[config.mk]
export PLATFORM = sky130hd
export DESIGN_NAME = mat3_stream_bridge
export DESIGN_NICKNAME = d
export VERILOG_FILES = /design/src/rtl/mat3_stream_bridge_pkg.sv /design/src/rtl/mat3_elem_serializer.sv /design/src/rtl/mat3_stream_bridge.sv
export SDC_FILE = /design/constraint.sdc
export NUM_CORES = 1
export LEC_CHECK = 0
export CAP_MARGIN = 0
export CORE_MARGIN = 2
export CORE_UTILIZATION = 45
export CTS_CLUSTER_DIAMETER = 60
export DETAILED_ROUTE_END_ITERATION = 12
export PLACE_DENSITY = 0.73
export SLEW_MARGIN = 20
export SYNTH_ARGS = -nofsm -noshare
export SYNTH_HDL_FRONTEND = slang
export SYNTH_HIERARCHICAL = 1
export SYNTH_SLANG_ARGS = --single-unit
[constraint.sdc]
create_clock -name clk -period 2.5 [get_ports clk]
set_input_delay 0.25 -clock clk [delete_from_list [all_inputs] [get_ports clk]]
set_output_delay 0.25 -clock clk [all_outputs]
set_load 0.1 [all_outputs]
[src/rtl/mat3_stream_bridge_pkg.sv]
// mat3_stream_bridge_pkg: shared constants, FSM state encoding and the
// flattened-matrix element offset helper for the 3x3 stream bridge.
// Flattened layout: element [r][c] (idx = 3r+c) sits at
// bits [(8-idx)*ELEM_W +: ELEM_W], so [0][0] occupies the MSBs.
package mat3_stream_bridge_pkg;

  localparam int MAT_DIM   = 3;
  localparam int MAT_ELEMS = MAT_DIM * MAT_DIM;

  typedef enum logic [1:0] {
    S_LOAD_A = 2'd0,
    S_LOAD_B = 2'd1,
    S_CALC   = 2'd2,
    S_SEND   = 2'd3
  } state_t;

  // LSB position of row-major element idx inside a flattened matrix
  function automatic int elem_lsb(input int idx, input int ew);
    return (MAT_ELEMS - 1 - idx) * ew;
  endfunction

endpackage

[src/rtl/mat3_elem_serializer.sv]
// mat3_elem_serializer: captures a flattened 3x3 matrix and emits its
// elements row-major from [0][0] as a valid/ready byte stream.
// Optional build macro MAT3_STREAM_CHECKSUM_EN adds a 10th beat carrying
// the XOR of the nine elements.
// Ports:
//   clk, rst        clock, synchronous active-high reset
//   load            capture word and start a burst (ignored rules: caller
//                   only pulses it while idle)
//   word            flattened matrix to send
//   out_data/out_valid/out_ready  element stream
//   done            last beat of the burst completes this cycle
module mat3_elem_serializer
  import mat3_stream_bridge_pkg::*;
#(
  parameter int ELEM_W = 8
) (
  input  logic                          clk,
  input  logic                          rst,
  input  logic                          load,
  input  logic [MAT_ELEMS*ELEM_W-1:0]   word,
  output logic [ELEM_W-1:0]             out_data,
  output logic                          out_valid,
  input  logic                          out_ready,
  output logic                          done
);

`ifdef MAT3_STREAM_CHECKSUM_EN
  localparam int NBEATS = MAT_ELEMS + 1;
`else
  localparam int NBEATS = MAT_ELEMS;
`endif

  logic [MAT_ELEMS*ELEM_W-1:0] res;
  logic [3:0]                  beat;
  logic                        vld;

  assign out_valid = vld;
  assign done      = vld & out_ready & (beat == 4'(NBEATS - 1));

  always_ff @(posedge clk) begin
    if (rst) begin
      res  <= '0;
      beat <= '0;
      vld  <= 1'b0;
    end else if (load) begin
      res  <= word;
      beat <= '0;
      vld  <= 1'b1;
    end else if (vld && out_ready) begin
      if (beat == 4'(NBEATS - 1)) begin
        vld  <= 1'b0;
        beat <= '0;
      end else begin
        beat <= beat + 4'd1;
      end
    end
  end

`ifdef MAT3_STREAM_CHECKSUM_EN
  logic [ELEM_W-1:0] cks;
  always_comb begin
    cks = '0;
    for (int i = 0; i < MAT_ELEMS; i++)
      cks = cks ^ res[elem_lsb(i, ELEM_W) +: ELEM_W];
  end
`endif

  // Output mux is driven purely from registered state, so out_data holds
  // while the downstream stalls.
  always_comb begin
    out_data = '0;
    for (int i = 0; i < MAT_ELEMS; i++)
      if (beat == 4'(i)) out_data = res[elem_lsb(i, ELEM_W) +: ELEM_W];
`ifdef MAT3_STREAM_CHECKSUM_EN
    if (beat == 4'(MAT_ELEMS)) out_data = cks;
`endif
  end

endmodule

[src/rtl/mat3_stream_bridge.sv]
// mat3_stream_bridge: byte-stream front/back end for a combinational 3x3
// matrix multiplier. Loads 9 elements of A then 9 of B (row-major) into the
// flattened operand buses, waits CALC_LAT cycles, captures the product and
// streams it back out as 9 elements (10 with MAT3_STREAM_CHECKSUM_EN).
// Ports:
//   clk, rst                    clock, synchronous active-high reset
//   in_data/in_valid/in_ready   incoming element stream
//   mat_a, mat_b                flattened operands to multiplier
//   mat_c                       flattened product from multiplier
//   out_data/out_valid/out_ready outgoing element stream
//   busy                        low only when idle in LOAD_A with nothing loaded
module mat3_stream_bridge
  import mat3_stream_bridge_pkg::*;
#(
  parameter int ELEM_W   = 8,
  parameter int CALC_LAT = 1
) (
  input  logic                   clk,
  input  logic                   rst,
  input  logic [ELEM_W-1:0]      in_data,
  input  logic                   in_valid,
  output logic                   in_ready,
  output logic [9*ELEM_W-1:0]    mat_a,
  output logic [9*ELEM_W-1:0]    mat_b,
  input  logic [9*ELEM_W-1:0]    mat_c,
  output logic [ELEM_W-1:0]      out_data,
  output logic                   out_valid,
  input  logic                   out_ready,
  output logic                   busy
);

  state_t     state, state_nx;
  logic [3:0] idx;
  logic [3:0] cnt;
  logic       accept, cap, ser_done;

  assign busy = !(state == S_LOAD_A && idx == 4'd0);

  always_comb begin
    state_nx = state;
    in_ready = 1'b0;
    cap      = 1'b0;
    case (state)
      S_LOAD_A: begin
        in_ready = 1'b1;
        if (in_valid && idx == 4'(MAT_ELEMS - 1)) state_nx = S_LOAD_B;
      end
      S_LOAD_B: begin
        in_ready = 1'b1;
        if (in_valid && idx == 4'(MAT_ELEMS - 1)) state_nx = S_CALC;
      end
      S_CALC: begin
        // capture on the last settle cycle so the product has had CALC_LAT
        // cycles since the final operand write
        if (cnt == 4'(CALC_LAT - 1)) begin
          cap      = 1'b1;
          state_nx = S_SEND;
        end
      end
      S_SEND: begin
        if (ser_done) state_nx = S_LOAD_A;
      end
      default: state_nx = S_LOAD_A;
    endcase
  end

  assign accept = in_valid & in_ready;

  always_ff @(posedge clk) begin
    if (rst) begin
      state <= S_LOAD_A;
      idx   <= '0;
      cnt   <= '0;
      mat_a <= '0;
      mat_b <= '0;
    end else begin
      state <= state_nx;
      cnt   <= (state == S_CALC) ? cnt + 4'd1 : 4'd0;
      if (accept) begin
        for (int i = 0; i < MAT_ELEMS; i++)
          if (idx == 4'(i)) begin
            if (state == S_LOAD_A) mat_a[elem_lsb(i, ELEM_W) +: ELEM_W] <= in_data;
            else                   mat_b[elem_lsb(i, ELEM_W) +: ELEM_W] <= in_data;
          end
        idx <= (idx == 4'(MAT_ELEMS - 1)) ? 4'd0 : idx + 4'd1;
      end
    end
  end

  mat3_elem_serializer #(.ELEM_W(ELEM_W)) u_ser (
    .clk       (clk),
    .rst       (rst),
    .load      (cap),
    .word      (mat_c),
    .out_data  (out_data),
    .out_valid (out_valid),
    .out_ready (out_ready),
    .done      (ser_done)
  );

endmodule
After elaboration in Yosys (flattened, before gate mapping)

Index checks and enable logic that the tools add are counted.

$add $sub $neg: 3
Equality and inequality tests: 23
Multiplexer cells: 22
Bitwise operators: 5
Reductions and logical operators: 33

Operators by type and width:

| cell                                                                    | number |
|---|---|
| 8-bit two-way mux                                                       | 9 |
| 3-bit AND reduction                                                     | 18 |
| 4-bit by 3-bit equality test with 1-bit output, second input constant   | 8 |
| 4-bit by 2-bit equality test with 1-bit output, second input constant   | 4 |
| 4-bit by 1-bit adder with 4-bit output, second input constant           | 3 |
| 4-bit zero test                                                         | 3 |
| 4-bit by 1-bit equality test with 1-bit output, second input constant   | 2 |
| 4-bit equality test, second input constant                              | 2 |
| 2-bit two-way mux                                                       | 4 |
| 4-bit two-way mux                                                       | 2 |
| 2-bit one-hot mux with 4 select lines                                   | 1 |
| 1-bit two-way mux                                                       | 6 |
| 2-bit inequality test, second input constant                            | 3 |
| 2-bit OR reduction                                                      | 3 |
| 2-bit equality test, second input constant                              | 2 |
| 4-bit AND reduction                                                     | 1 |
| 2-bit nonzero test                                                      | 2 |
| 1-bit AND                                                               | 3 |
| 1-bit logical AND                                                       | 3 |
| 2-bit by 1-bit equality test with 1-bit output, second input constant   | 1 |
| 2-bit zero test                                                         | 1 |
| 2-bit by 1-bit inequality test with 1-bit output, second input constant | 1 |
| 1-bit inverter                                                          | 2 |
| 2-bit AND reduction                                                     | 1 |
| 1-bit zero test                                                         | 1 |

Register bits after elaboration: 231
Input port bits: 84
Output and inout bits: 155
Word-level logic and storage cells: 110

Logic depth before layout (Yosys ltp)

Depth after elaboration: 10
Gate-level depth with buffers: 9
Gate-level depth less buffers: 7

Hierarchy

The synthesis kept the hierarchy.

By module, submodules not included:

| module               | times used | cells an instance | area an instance (µm²) | sequential area each (µm²) |
|---|---|---|---|---|
| mat3_stream_bridge   | 1          | 674               | 6412.4                 | 3083.0 |
| mat3_elem_serializer | 1          | 392               | 3687.3                 | 1541.5 |

Worst setup path after synthesis

No wires, ideal clock.

Kind: register -> output
From: reg u_ser.beat[0]
To: out out_data[0]
Arrival: 2.594 ns
Required time: 2.250 ns
Path slack: -0.344 ns
Stages on the path, launching flop included: 7
Buffers on the path: 1
Path through: dfxtp_1 > inv_1 > ha_1 > buf_2 > a21oi_4 > o221ai_1 > o21ai_1

Word-level cells in the longest chain between the ends: 10
Elaborated cells on any way between the ends: 18
Those cells by class: eq/ne (8); mux (9); reduce/logical (1)

RTL lines:

| element                        | RTL line                   | source |
|---|---|---|
| from (decl)                    | mat3_elem_serializer.sv:34 | `logic [3:0] beat;` |
| from (signal assigned)         | mat3_elem_serializer.sv:54 | `beat <= beat + 4'd1;` |
| 4-bit zero test                | mat3_elem_serializer.sv:73 | `if (beat == 4'(i)) out_data = res[elem_lsb(i, ELEM_W) +: ELEM_W];` |
| 8-bit two-way mux (8 in a row) | mat3_elem_serializer.sv:73 |  |
| 8-bit two-way mux (*)          | mat3_elem_serializer.sv:73 |  |
| to (decl)                      | mat3_stream_bridge.sv:26   | `output logic [ELEM_W-1:0] out_data,` |

Mark *: on every way between the ends. The rest lies on a longest branch, timed or not.

Worst setup path in the final report

Ends and elaborated chain as after synthesis.

==> impl.org <==
** Status
- Outcome :: finished clean

** Drt
- The count of nets left with antenna violations once routing finished came out at 0.
- Post-DR wirelength/cell :: 18.2 um
- The pre-antenna-repair detailed-routing pass consisted of 5 iterations.
- Vias :: 8,556
- DRT iter0 DRCs :: 524
- Detailed-route vias per instance :: 5.46
- In the routed design, unresolved DRC markers number 0.
- After detailed routing, the total wire length is 28.5 mm.

** Global route
- Global routing usage summed across all routing layers :: 0.225
- The first global-routing pass estimated 43.2 mm of wire.
- Antenna violations before repair :: 0
- Vias in the first global route :: 7,933
- Entering global routing, the biggest net connects 116 pins.
- Summed over all layers, the global routing overflow is 0.

** Cells and area
- N_diodes :: 0
- In the final layout, the multi-input gates occupy 5100 sq um.
- From synthesis to final layout, the design area changed by 32.5%.
- Final Instance Area :: 13,400 sq um
- Net count reported at finish :: 1,368
- Area taken by flip-flops and latches :: 4630 sq um
- Count of fill cells added during filler insertion :: 1,917
- Fraction of layout instances using a drive strength above 1 :: 0.234
- The finished layout holds 1,566 standard cells, fillers aside.

** Hold path
- In this run the most critical hold path is launched from rst.
- The tightest min-delay check is of the input port to flop type.
- Counting instances, the worst hold path has a depth of 2.
- The path with the worst hold slack has its endpoint at mat_a[27].

** Clocking
- Clock tree from TritonCTS :: done
- Count of hold-fix buffers inserted at cts :: 0
- Latest clock arrival within the worst-skew pair :: 0.52 ns
- Clock tree buffer depth :: 3
- H-tree level count :: 1
- Clock tree synthesis found a total of 231 sinks.
- Root buffer cell :: clkbuf_16
- The number of clock buffers added by TritonCTS is 25.
- Clock input transition at the sequential cells of the worst setup and hold paths :: 0.06 ns

** Critical path
- STA classifies the critical path startpoint as a flop.
- End of the worst register-to-register path :: u_ser/res[19]
- STA classifies the critical path endpoint as an output port.
- Cell Chain, Critical Path :: inv_4 -> ha_4 -> nor4b_4 -> buf_4 -> o2bb2ai_2 -> a31oi_2 -> o21ai_2 -> buf_12
- For the worst setup path, the data required time is 2.25 ns.
- The critical path runs through a total of 8 cells.
- Delay contributed by the slowest stage of the critical path :: 0.37 ns
- Counting both buffers and inverters, the worst setup path holds a total of 3.
- Worst reg2reg setup slack :: 0.46 ns
- Among cell families on the critical path, the largest total delay comes from buffers and inverters.
- For the worst setup path, the data arrival time is 2.21 ns.
- Critical path fanouts, max :: 6
- Cell at the slowest stage of the critical path :: dfxtp_4
- The critical path in this run is classified as flop to output port.
- The worst register-to-register path has a depth of 7.
- Launching point of the worst reg2reg path :: cnt[0]

** STA
- On the final layout, the worst hold slack is 0.133 ns.
- The worst pin sits at a relative slew slack of 0.603.
- Post-layout min period :: 2.46 ns
- Slew of the pin with the lowest slew margin :: 0.595 ns
- Max Clock Skew :: 0.0111 ns
- The final count of hold timing violations is 0.
- Maximum clock frequency :: 406 MHz
- Fin. max-slew vios :: 0
- In the finished design, the share of the clock period the worst path needs comes to 0.985.
- Setup violations remaining at the end of the flow were counted as 0.
- Across all setup checks in the final design, the least slack found is 0.0376 ns.
- Setup repair after global routing missed its margin :: true

** Job
- Number of max-cap violations :: 0

** Die
- Pin placement for this block handled 239 I/O pins.
- In this run the vertical extent of the chip is 154 um.
- Standard-cell rows :: 54
- Floorplan die area :: 23,700 sq um
- Horizontal die dimension :: 154 um
- Core Box Area :: 22,000 sq um
- Starting Density :: 0.460

** Place
- Worst slack at placement :: 0.261 ns
- Placed cell area :: 12,300 sq um
- Routability Congestion :: 0.853
- The count of buffers added on input and output ports is 238.
- HPWL Detailed :: 19.7 mm
- Cell count after placement :: 1,513

** Synth
- Number of warnings printed during yosys synthesis :: 6
- In this run, distinct cell masters in the synthesized netlist total 55.
- Synthesis inferred 231 register bits.
- The average instance in the mapped netlist occupies 9.47 sq um.
- Combined area of all synthesized cells :: 10,100 sq um
- When the netlist entered floorplanning its net count stood at 1,165.
- Most frequent cells after synthesis :: dfxtp_1, mux2i_1, a21oi_1, nand2b_1, nor2_1
- By area the synthesized netlist is led by dfxtp_1, mux2i_1, nand2b_1.
- Most used flip-flop cell after synthesis :: dfxtp_1
- In the post-synthesis netlist, the cell with the most instances is dfxtp_1.
- Cell taking the most area after synthesis :: dfxtp_1
- Area share of the largest cell type after synthesis :: 0.458
- For this run, asynchronously set or reset flops after synthesis account for 0.
- Share of the yosys chip area belonging to registers :: 0.458
- Cells after Synth :: 1,066
- Number of synthesized flops with an enable pin :: 0

** Pwr
- Across the VDD grid, the largest voltage drop is 0.000372 V.
- Power density over the cells :: 592 nW/um^2
- Reported leakage power :: 5.38 nW
- Final Total Pwr :: 7.93 mW
through the flow:
stage	setup TNS [ns]	utilization
global placement	0	0.561
CTS	0	0.605
detailed placement	0	0.561
global route	-0.101	0.609
floorplan	0	-
finish	0	0.609
worst register-to-register path, stage by stage, from the launching register on:
cell	delay [ns]
dfxtp_1	0.33
inv_1	0.07
ha_1	0.14
or3b_1	0.42
nor2_4	0.13
buf_12	0.41
mux2i_1	0.35
nor2_1	0.05
flip-flops by register name, summed over array words and instances (netlist names):
register,cells
idx,4
u_ser/out_valid,1
mat_b,72
u_ser/res,72
cnt,4
state,2
mat_a,72
u_ser/beat,4
placed cells by master (no fill, tap or decap), types with 5 or more instances in the layout:
cell type          n
dfxtp_1          227
buf_4            181
mux2i_1          147
nand2b_1          94
a21oi_1           94
clkdlybuf4s50_1   82
nor2_1            78
nand3_1           78
o21ai_0           77
clkbuf_16         25
nand2_1           18
inv_1             12
buf_12            12
ha_1              11
nand3_4            8
nor2b_1            8
a211oi_1           8
a221oi_2           7
clkbuf_8           7
o21ai_1            6
and2_1             6
o21ai_2            6
clkinv_2           5
how the worst max path moves through the flow:
stage | slack [ns] | to | startpoint
2_1_floorplan | 0.14 | out_data[6] | u_ser/beat[0]
3_3_place_gp | 0.27 | out_data[2] | u_ser/beat[0]
3_5_place_dp | 0.26 | out_data[2] | u_ser/beat[0]
4_1_cts | 0.01 | out_data[7] | u_ser/beat[1]
5_1_grt | -0.03 | out_data[7] | u_ser/beat[0]
6_report | 0.04 | out_data[0] | u_ser/beat[0]
layer usage:
metal  wire length [um]  part of all wire  global-route usage
met1              12400              0.44               0.301
met2              13500              0.48               0.375
met3               1870             0.066              0.0400
met4                649             0.023              0.0628
met5                  0                 0                   0
area by class of cell:
cell class | count | share of cell area
Clock inverter | 9 | 0.00598
Tap cell | 280 | 0.0262
Sequential cell | 231 | 0.346
Inverter | 14 | 0.00411
Clock buffer | 35 | 0.0548
Timing Repair Buffer | 276 | 0.182
Multi-Input combinational cell | 721 | 0.381
cell families after synthesis:
kind of cell             Yosys count  synth area share
AO/OA/AOI/OAI                    230             0.134
XOR/XNOR                           2           0.00173
multiplexers                     147             0.146
flip-flops                       231             0.458
AND/OR/NAND/NOR                  327             0.186
buffers and inverters            114            0.0561
adder cells (fa/ha/maj)           15            0.0186
report_power, final:
group	internal [mW]	switching (mW)	total, mW
combinational	0.213	0.378	0.591
clock	2.14	1.48	3.62
sequential	3.70	0.0125	3.71
what timing repair did:
action | CTS | global route
gates resized for setup | 22 | 19
pin swaps | 9 | 10
setup buffers | 8 | 1
setup endpoints to repair | 8 | 8
(Power assumes the default switching activity.)
